## config.mk

```make
export PLATFORM = sky130hd
export DESIGN_NAME = wc_z_serializer
export DESIGN_NICKNAME = d
export VERILOG_FILES = /design/src/rtl/wc_z_serializer.sv
export SDC_FILE = /design/constraint.sdc
export NUM_CORES = 1
export LEC_CHECK = 0
export CAP_MARGIN = 20
export CORE_MARGIN = 5
export CORE_UTILIZATION = 25
export DETAILED_ROUTE_END_ITERATION = 16
export PLACE_DENSITY_LB_ADDON = 0.05
export SLEW_MARGIN = 20
export SYNTH_ARGS = -nofsm -noshare
export SYNTH_HDL_FRONTEND = slang
export SYNTH_SLANG_ARGS = --single-unit
```

## constraint.sdc

```tcl
create_clock -name clk -period 4.67 [get_ports clk]
set_clock_uncertainty 0.1 [all_clocks]
set_input_delay 0.467 -clock clk [delete_from_list [all_inputs] [get_ports clk]]
set_output_delay 0.467 -clock clk [all_outputs]
set_load 0.05 [all_outputs]
```

## src/rtl/wc_z_serializer.sv

```systemverilog
// wc_z_serializer: buffers LANES x ZW result frames and sends them one lane per beat over a ZW-bit valid/ready bus.
// Define WC_Z_PARITY_EN to add the out_par even-parity output.
module wc_z_serializer #(
   parameter int LANES = 10,
   parameter int ZW    = 5,
   parameter int DEPTH = 2
) (
   input  logic                clk,
   input  logic                rst,
   input  logic                in_valid,
   output logic                in_ready,
   input  logic [LANES*ZW-1:0] in_z,
   output logic                out_valid,
   input  logic                out_ready,
   output logic [ZW-1:0]       out_data,
`ifdef WC_Z_PARITY_EN
   output logic                out_par,
`endif
   output logic [3:0]          out_lane,
   output logic                out_last
);
   localparam int PW = DEPTH > 1 ? $clog2(DEPTH) : 1;
   localparam int CW = $clog2(DEPTH + 1);
   localparam logic [PW-1:0] PMAX = PW'(DEPTH - 1);
   localparam logic [CW-1:0] CMAX = CW'(DEPTH);
   localparam logic [3:0]    LAST = 4'(LANES - 1);

   typedef enum logic {IDLE, SEND} state_t;

   state_t state, state_n;
   logic [LANES*ZW-1:0] mem [DEPTH];
   logic [PW-1:0] wr_ptr, rd_ptr;
   logic [CW-1:0] count;
   logic [3:0] lane_cnt;
   logic push, beat, pop;

   assign push = in_valid && in_ready;
   assign beat = out_valid && out_ready;
   assign pop = beat && out_last;

   always_comb begin
      state_n = state;
      in_ready = !rst && (count < CMAX);
      out_valid = count != '0;
      out_lane = lane_cnt;
      out_last = out_valid && (lane_cnt == LAST);
      // data is forced to zero when nothing is buffered so idle pads stay quiet
      out_data = out_valid ? mem[rd_ptr][lane_cnt*ZW +: ZW] : '0;
      state_n = (state == IDLE) ? (push ? SEND : IDLE)
                                : ((pop && !push && count == CW'(1)) ? IDLE : SEND);
   end

`ifdef WC_Z_PARITY_EN
   assign out_par = ^out_data;
`endif

   always_ff @(posedge clk) begin
      if (push) mem[wr_ptr] <= in_z;
   end

   always_ff @(posedge clk) begin
      if (rst) begin
         state <= IDLE;
         wr_ptr <= '0;
         rd_ptr <= '0;
         count <= '0;
         lane_cnt <= '0;
      end else begin
         state <= state_n;
         if (push) wr_ptr <= (wr_ptr == PMAX) ? '0 : wr_ptr + 1'b1;
         if (pop) rd_ptr <= (rd_ptr == PMAX) ? '0 : rd_ptr + 1'b1;
         if (beat) lane_cnt <= pop ? 4'd0 : lane_cnt + 4'd1;
         count <= count + CW'(push) - CW'(pop);
      end
   end
endmodule

```

* Yosys cells after proc, flatten, opt, wreduce, memory -nomap -nowiden
Memories as Yosys holds them, arrays and structs flattened. A register that Yosys moved wholly into a read port is not among the register bits.
Cells that the tools add are included.
** Storage, ports and cells
- Output and inout port bits :: 12
- Logic and storage cells :: 29
- Memories :: 1
- Memory bits (writable) :: 100
- Register bits after elaboration :: 8
** Memories
- mem :: depth 2, bits a word 50, read ports 1, clocked after Yosys merged registers in 1, wr ports 1, line 31 : logic [LANES*ZW-1:0] mem [DEPTH];
** Operators by class
- Shift operators :: 1
- Multiply operators :: 1
- Reductions and logical operators :: 7
- $add $sub $neg :: 5
- Eq/ne operators :: 1
- Mux-type cells :: 8
- Order comparisons :: 1
** Operators with widths (count)
- $shiftx 50x8->5 :: 1
- $mul 4x3->7 const B :: 1
- $mux 1 :: 6
- $logic_and 1x1->1 :: 5
- $mux 5 :: 1
- $add 4x1->4 const B :: 1
- $eq 4x4->1 const B :: 1
- $mux 4 :: 1
- $add 1x1->1 const B :: 2
- $add 2x1->2 :: 1
- $lt 2x2->1 const B :: 1
- $reduce_bool 2->1 :: 1
- $sub 2x1->2 :: 1
- $logic_not 1->1 :: 1

* Logic depth before layout (Yosys ltp)
Gate-level depths: netlist of run 1.
- Depth in word-level cells :: 5
- Gate-level depth with buffers :: 8

* Least setup slack after synthesis of run 1
OpenSTA, ideal clock, no wires.
- Path type :: input to register
- Start :: in rst
- End :: mem mem[0][0] (netlist bit) (enable)
- Stages on the path :: 4
- Path slack :: 395 ps
- Arrival :: 3717 ps
- Buffers on the path :: 1
- Required time :: 4112 ps
- Library setup time :: 458 ps
- Cells stage by stage :: clkbuf_1 -> nor2_1 -> nand2_1 -> nor2_1
** Between the ends
- Word-level cells in the longest chain between the ends :: 5
** RTL lines
- from (decl) :: line 9 : input logic rst,
- $logic_not 1->1 :: line 43 : in_ready = !rst && (count < CMAX);
- $logic_and 1x1->1 :: line 43
- named net in_ready :: line 11 : output logic in_ready,
- $logic_and 1x1->1 :: line 37 : assign push = in_valid && in_ready;
- $mux 1 :: line 58 : if (push) mem[wr_ptr] <= in_z;
- $mux 1 (implied by the code) :: line 58
- to (decl) :: line 31
The timed path passes the listed nets, and every way through them passes these cells.

==> results of run 1 <==
-- cell type report --
class,instances,area share
clock buffer,10,0.0415
clock inverter,5,0.0109
inverter,3,0.00204
multi-input combinational,107,0.189
sequential,109,0.578
tap,220,0.0499
timing repair buffer,73,0.128
-- worst max-delay path: stages (launching register included) --
cell and delay, ns:
dfxtp_2 0.79, mux4_2 0.59, mux2_2 0.30, a22oi_1 0.21
o21ai_1 0.13, clkdlybuf4s50_1 0.72
-- cells in the mapped netlist --
| cell | count | share of area |
|---|---|---|
| edfxtp_1 | 100 | 0.70 |
| mux4_2 | 21 | 0.11 |
| nor2_1 | 18 | 0.016 |
| dfxtp_1 | 9 | 0.042 |
| mux2i_1 | 9 | 0.021 |
| a22oi_1 | 7 | 0.012 |
| nand2_1 | 7 | 0.0062 |
| o21ai_1 | 6 | 0.0070 |
| mux2_2 | 5 | 0.013 |
| a21oi_1 | 4 | 0.0047 |
| nor3b_1 | 4 | 0.0070 |
| o21ai_0 | 4 | 0.0047 |
| buf_2 | 3 | 0.0035 |
| clkbuf_1 | 3 | 0.0026 |
| ha_1 | 3 | 0.0088 |
| nor2b_1 | 3 | 0.0044 |
| nor3_1 | 3 | 0.0035 |
| xnor2_1 | 3 | 0.0062 |
| and2_1 | 2 | 0.0029 |
| inv_1 | 2 | 0.0018 |
| nand3_1 | 2 | 0.0023 |
| and3_1 | 1 | 0.0015 |
| buf_4 | 1 | 0.0018 |
| buf_6 | 1 | 0.0026 |
| inv_2 | 1 | 0.00088 |
| nand3b_1 | 1 | 0.0018 |
| nand4_1 | 1 | 0.0015 |
| nor4_1 | 1 | 0.0015 |
| nor4b_1 | 1 | 0.0021 |
| o21a_1 | 1 | 0.0018 |
-- metal layers --
metal | vias to the layer above | part of all wire | wire length [um] | global-route usage
li1 | 1057 | - | - | -
met4 | 0 | 0.011 | 106 | 0.0260
met1 | 1135 | 0.48 | 4520 | 0.134
met2 | 51 | 0.46 | 4340 | 0.154
met3 | 6 | 0.050 | 467 | 0.0373
met5 | - | 0 | 0 | 0
-- power groups by stage --
stage / sequential, uW / combinational, uW / clock [uW]
2_1_floorplan: 1140 / 79.8 / 0
3_3_place_gp: 1150 / 173 / 0
3_5_place_dp: 1150 / 173 / 0
4_1_cts: 1120 / 174 / 776
5_1_grt: 1130 / 183 / 814
6_report: 1120 / 168 / 748
-- sequential cells by signal, indices dropped and copies added, names as in the netlist, named ones only --
name	count
mem	100
rd_ptr	1
out_lane	4
wr_ptr	1
count	2
-- cells in the final DEF, fill, tap and decap left out, types with 2 or more instances in the layout --
| master | Yosys | final |
|---|---|---|
| nand2_1 | 7 | 7 |
| nor3_1 | 3 | 3 |
| nand3_1 | 2 | 2 |
| mux2i_1 | 9 | 9 |
| edfxtp_1 | 100 | 100 |
| mux2_2 | 5 | 5 |
| buf_4 | 1 | 7 |
| and2_1 | 2 | 2 |
| mux4_2 | 21 | 21 |
| o21ai_1 | 6 | 6 |
| clkdlybuf4s50_1 | 0 | 65 |
| nor2b_1 | 3 | 3 |
| ha_1 | 3 | 3 |
| inv_1 | 2 | 2 |
| xnor2_1 | 3 | 3 |
| nor3b_1 | 4 | 4 |
| a21oi_1 | 4 | 4 |
| clkbuf_16 | 0 | 9 |
| o21ai_0 | 4 | 4 |
| a22oi_1 | 7 | 7 |
| dfxtp_1 | 9 | 8 |
| nor2_1 | 18 | 17 |
-- worst max-delay path by stage --
stage	start	to	cells after the start
floorplan	rst	mem[0][0]$_DFFE_PP_	4
global placement	out_lane[1]$_SDFFE_PP0P_	out_data[1]	4
detailed placement	flop	out_data[0]	5
CTS	flop	out_data[0]	5
global route	flop	out_data[4]	5
finish	flop	out_data[4]	5
-- stage by stage --
stage | instances | instance area [um2] | setup slack, ns | hold WS (ns) | utilization
4_1_cts | 527 | 5510 | 0.880 | 0.422 | 0.331
2_1_floorplan | 227 | 4270 | 0.395 | 0.381 | -
5_1_grt | 527 | 5510 | 0.779 | 0.448 | 0.331
6_report | 527 | 5510 | 1.01 | 0.415 | 0.331
3_3_place_gp | 511 | 5210 | 0.972 | 0.394 | 0.313
3_5_place_dp | 512 | 5220 | 1.26 | 0.400 | 0.314
-- cells by family (layout without fill, tap and decap cells) --
family,Yosys count,count (layout)
buffers and inverters,11,91
adder cells (fa/ha/maj),3,3
XOR/XNOR,3,3
AO/OA/AOI/OAI,22,22
multiplexers,35,35
AND/OR/NAND/NOR,44,44
flip-flops,109,109
==> impl_metrics.tcl, run 1 <==
set metrics [dict create \
    antennaDiodeCount 0 \
    drt-total-wl_um 9430 \
    maxCapViolCount 0 \
    finalMaxSlewViolations 0 \
    die_area_um2 19800 \
    grt_use_total 0.100 \
    hold_end "rd_ptr$_SDFFE_PP0P_" \
    seqPwrFrac 0.551 \
    wl_per_cell_um 17.9 \
    clock_path_buffers 2 \
    vias_per_cell 4.27 \
    clk_pin_slew_ns 0.07 \
    cts_buffers 9 \
    ys_ff_latch 109 \
    path_max_fanout 18 \
    postCtsHoldBufs 0 \
    p_total_uw 2040 \
    setup_viol 0 \
    max_freq_mhz 273 \
    crit_arrival_ns 3.10 \
    finalCritPeriodShare 0.785 \
    ctsHtreeMaxLevel 3 \
    num_rows 47 \
    drc 0 \
    syn_nets 284 \
    nFillCells 1590 \
    grt_pass1_wl_um 14700 \
    synth_top_family_by_area "multiplexers" \
    seqCellArea_um2 3180 \
    switching_share 0.212 \
    min_from "rd_ptr$_SDFFE_PP0P_" \
    final_layout_size_suffix_gt1_frac 0.173 \
    rsz0062_at_grt "false" \
    endpoint_kind "output port" \
    syn_inst 227 \
    holdPathStages 2 \
    chipHeight_um 141 \
    multi_input_area_um2 1040 \
    area_delta_synth_final_pct 29.1 \
    min_period_ns 3.66 \
    r2r_cells 8 \
    postCtsSetupRepairBufs 0 \
    ys_types 30 \
    cts_sinks 109 \
    yosys.area_share.adder 0.00880 \
    grt_pass1_vias 2445 \
    reg2reg_to "count[1]$_SDFF_PP0_" \
    tns_ns 0 \
    synthSimpleGateAreaFrac 0.0504 \
    grt_max_degree 33 \
    ir_drop_mv 0.212 \
    hpwl_um 6400 \
    nets 360 \
    vias 2249 \
    io_buffers 65 \
    cts_resized 0 \
    drt_pass1_iterations 4 \
    synth_area_um2 4270 \
    r2r_start "out_lane[0]$_SDFFE_PP0P_" \
    crit_type "flop to output port" \
    tightest_slew_ns 0.932 \
    avgSynthCellArea_um2 18.8 \
    initial_utilization 0.256 \
    min_path_type "flop to flop" \
    leakagePower_uw 0.00170 \
    drt_first_iter_violations 141 \
    gp_congestion 0.668 \
    core_um2 16600 \
    dieWidth_um 141 \
    synth_warnings 0 \
    antenna_found_initial 0 \
    combPwrFrac 0.082 \
    overflow 0 \
    clk_latency_ns 0.34 \
    ff2ff_setup_slack_ns 1.94 \
    ys_seq_area_frac 0.746 \
    p_int_uw 1610 \
    max-slew-margin-rel 0.377 \
    cp-start-kind "flop" \
    synthXorXnorAreaFrac 0.00616 \
    ctsRootBufferMaster "clkbuf_16" \
    synth_compound_area_frac 0.0305 \
    hold_viol 0 \
    status "finished, final reports clean" \
    synthMuxAreaShare 0.145 \
    power.density_nw_per_um2 370 \
    switchingPower_uw 433 \
    antenna_left 0 \
    io_pins 66 \
    clockPowerShare 0.367 \
    cts_tree "done" \
    required_ns 4.10 \
]
Power figures use the tool's default switching activity.
==> inputs of run 2 (changes only) <==
clock period = 3.6 ns   (was 4.67 ns; I/O delays follow)
==> run 2 against run 1 <==
Compared with the run above: via count is 0.98% lower; register-to-register slack got worse by 0.78 ns; largest power group unchanged; wire length rose by 0.13%; sequential share of layout area down 0.29 points; first-iteration DRC count fell by 23%; utilization grew 0.17 points; worst setup slack got worse by 0.46 ns; sequential cell count did not move; cell area up 0.50%; count of clock-buffer cells in the layout did not move; clock power grew 26%; worst hold slack gained 0.0066 ns.
==> impl_metrics.tcl, run 2 (synthesized netlist as in run 1, its figures left out) <==
set metrics [dict create \
    area_delta_synth_final_pct 29.8 \
    core_um2 16600 \
    clockPowerShare 0.360 \
    die_area_um2 19800 \
    hold_viol 0 \
    gp_congestion 0.720 \
    clk_pin_slew_ns 0.07 \
    cp-start-kind "flop" \
    num_rows 47 \
    r2r_cells 8 \
    clk_latency_ns 0.34 \
    leakagePower_uw 0.00174 \
    reg2reg_to "count[1]$_SDFF_PP0_" \
    mostFrequentLayoutCells "edfxtp_1, clkdlybuf4s50_1, mux4_2" \
    finalCritPeriodShare 0.849 \
    required_ns 3.14 \
    nFillCells 1611 \
    critical_path_buf_inv_count 2 \
    io_pins 66 \
    dieWidth_um 141 \
    r2r_start "out_lane[1]$_SDFFE_PP0P_" \
    overflow 0 \
    largest_reg_flops 100 \
    ir_drop_mv 0.197 \
    antennaDiodeCount 0 \
    crit_type "flop to output port" \
    power.density_nw_per_um2 473 \
    wl_per_cell_um 17.8 \
    vias 2227 \
    switching_share 0.206 \
    min_from "rd_ptr$_SDFFE_PP0P_" \
    critPathMaxStageDelay_ns 0.81 \
    chipHeight_um 141 \
    layout_commonest_cell "edfxtp_1" \
    drt-total-wl_um 9450 \
    crit_chain "inv_2, mux2_2, nand2_1, nand3_1, clkdlybuf4s50_1" \
    cts_buffers 9 \
    crit_arrival_ns 2.60 \
    antenna_left 0 \
    path_max_fanout 13 \
    top_layer "met4" \
    setup_viol 0 \
    slowest_stage "clkdlybuf4s50_1" \
    grt_max_degree 51 \
    tightest_slew_ns 0.646 \
    ctsHtreeMaxLevel 3 \
    hpwl_um 6410 \
    grt_use_total 0.101 \
    ff2ff_setup_slack_ns 1.16 \
    drt_pass1_iterations 4 \
    switchingPower_uw 539 \
    io_buffers 65 \
    largest_register "mem" \
    grt_pass1_wl_um 14800 \
    max_freq_mhz 327 \
    combPwrFrac 0.085 \
    cts_sinks 109 \
    postCtsSetupRepairBufs 0 \
    wl_met3_um 332 \
    seqCellArea_um2 3180 \
    drt_first_iter_violations 109 \
    multi_input_area_um2 1040 \
    cts_resized 0 \
    finalMaxSlewViolations 0 \
    nets 363 \
    tns_ns 0 \
    critPathTopFamily "buffers and inverters" \
    ctsRootBufferMaster "clkbuf_16" \
    min_path_type "flop to flop" \
    rsz0062_at_grt "false" \
    max-slew-margin-rel 0.566 \
    cts_tree "done" \
    antenna_found_initial 0 \
    clock_path_buffers 2 \
    critical_path.startpoint "out_lane[1]$_SDFFE_PP0P_" \
    endpoint_kind "output port" \
    initial_utilization 0.256 \
    status "finished, final reports clean" \
    worst-path-stages 5 \
    dr_wl_met2_um 4750 \
    hold_ws_ns 0.421 \
    postCtsHoldBufs 0 \
    min_period_ns 3.06 \
    drc 0 \
    p_int_uw 2080 \
    grt_pass1_vias 2580 \
    final_layout_size_suffix_gt1_frac 0.190 \
    wl_met1_um 4230 \
    vias_per_cell 4.19 \
    critPathCapture "out_data[3]" \
    seqPwrFrac 0.556 \
    maxCapViolCount 0 \
]
[run 2: cell types whose count changed in the layout (fill, tap and decap cells not counted), moves of 2 or more]
cell	change
clkinv_2	+3
buf_4	+6
buf_12	+2
clkdlybuf4s50_1	-4
[run 2: power groups by stage]
stage               sequential [uW]  clock, uW  combinational, uW
detailed placement             1480          0                230
floorplan                      1480          0                104
global placement               1480          0                229
CTS                            1460        989                230
finish                         1460        942                222
global route                   1460       1040                242
[run 2: routing by layer]
metal | vias up | track usage
li1 | 1066 | -
met5 | - | 0
met1 | 1108 | 0.129
met3 | 8 | 0.0230
met2 | 45 | 0.167
met4 | 0 | 0.0413
[run 2: per-stage QoR]
| step | utilization | setup WS, ns | instance area [um2] | power [uW] | instances |
|---|---|---|---|---|---|
| 2_1_floorplan | - | 0.246 | 4270 | 1580 | 227 |
| 3_3_place_gp | 0.316 | 0.844 | 5260 | 1710 | 515 |
| 3_5_place_dp | 0.316 | 0.823 | 5260 | 1710 | 515 |
| 4_1_cts | 0.333 | 0.438 | 5540 | 2680 | 531 |
| 5_1_grt | 0.333 | 0.349 | 5540 | 2750 | 531 |
| 6_report | 0.333 | 0.543 | 5540 | 2620 | 531 |
[run 2: layout make-up]
class,instances,share of cell area
timing repair buffer,76,0.135
sequential,109,0.575
multi-input combinational,107,0.187
tap,220,0.0497
clock buffer,10,0.0413
inverter,3,0.00203
clock inverter,6,0.00971
[run 2: how the worst min path moves through the flow]
stage / to / slack (ns) / cells after the start
after floorplan: mem[0][0]$_DFFE_PP_ / 0.36 / 0
after global placement: rd_ptr$_SDFFE_PP0P_ / 0.40 / 2
after detailed placement: rd_ptr$_SDFFE_PP0P_ / 0.40 / 2
after CTS: rd_ptr$_SDFFE_PP0P_ / 0.42 / 2
after global routing: rd_ptr$_SDFFE_PP0P_ / 0.44 / 2
final: rd_ptr$_SDFFE_PP0P_ / 0.42 / 2
[run 2: tightest hold or removal path: cells and delay by family, from the launching register on]
| kind | cells | cell delay, ns |
|---|---|---|
| and+or+nand+nor | 1 | 0.08 |
| DFF | 1 | 0.33 |
| xor gates and xnor gates | 1 | 0.09 |
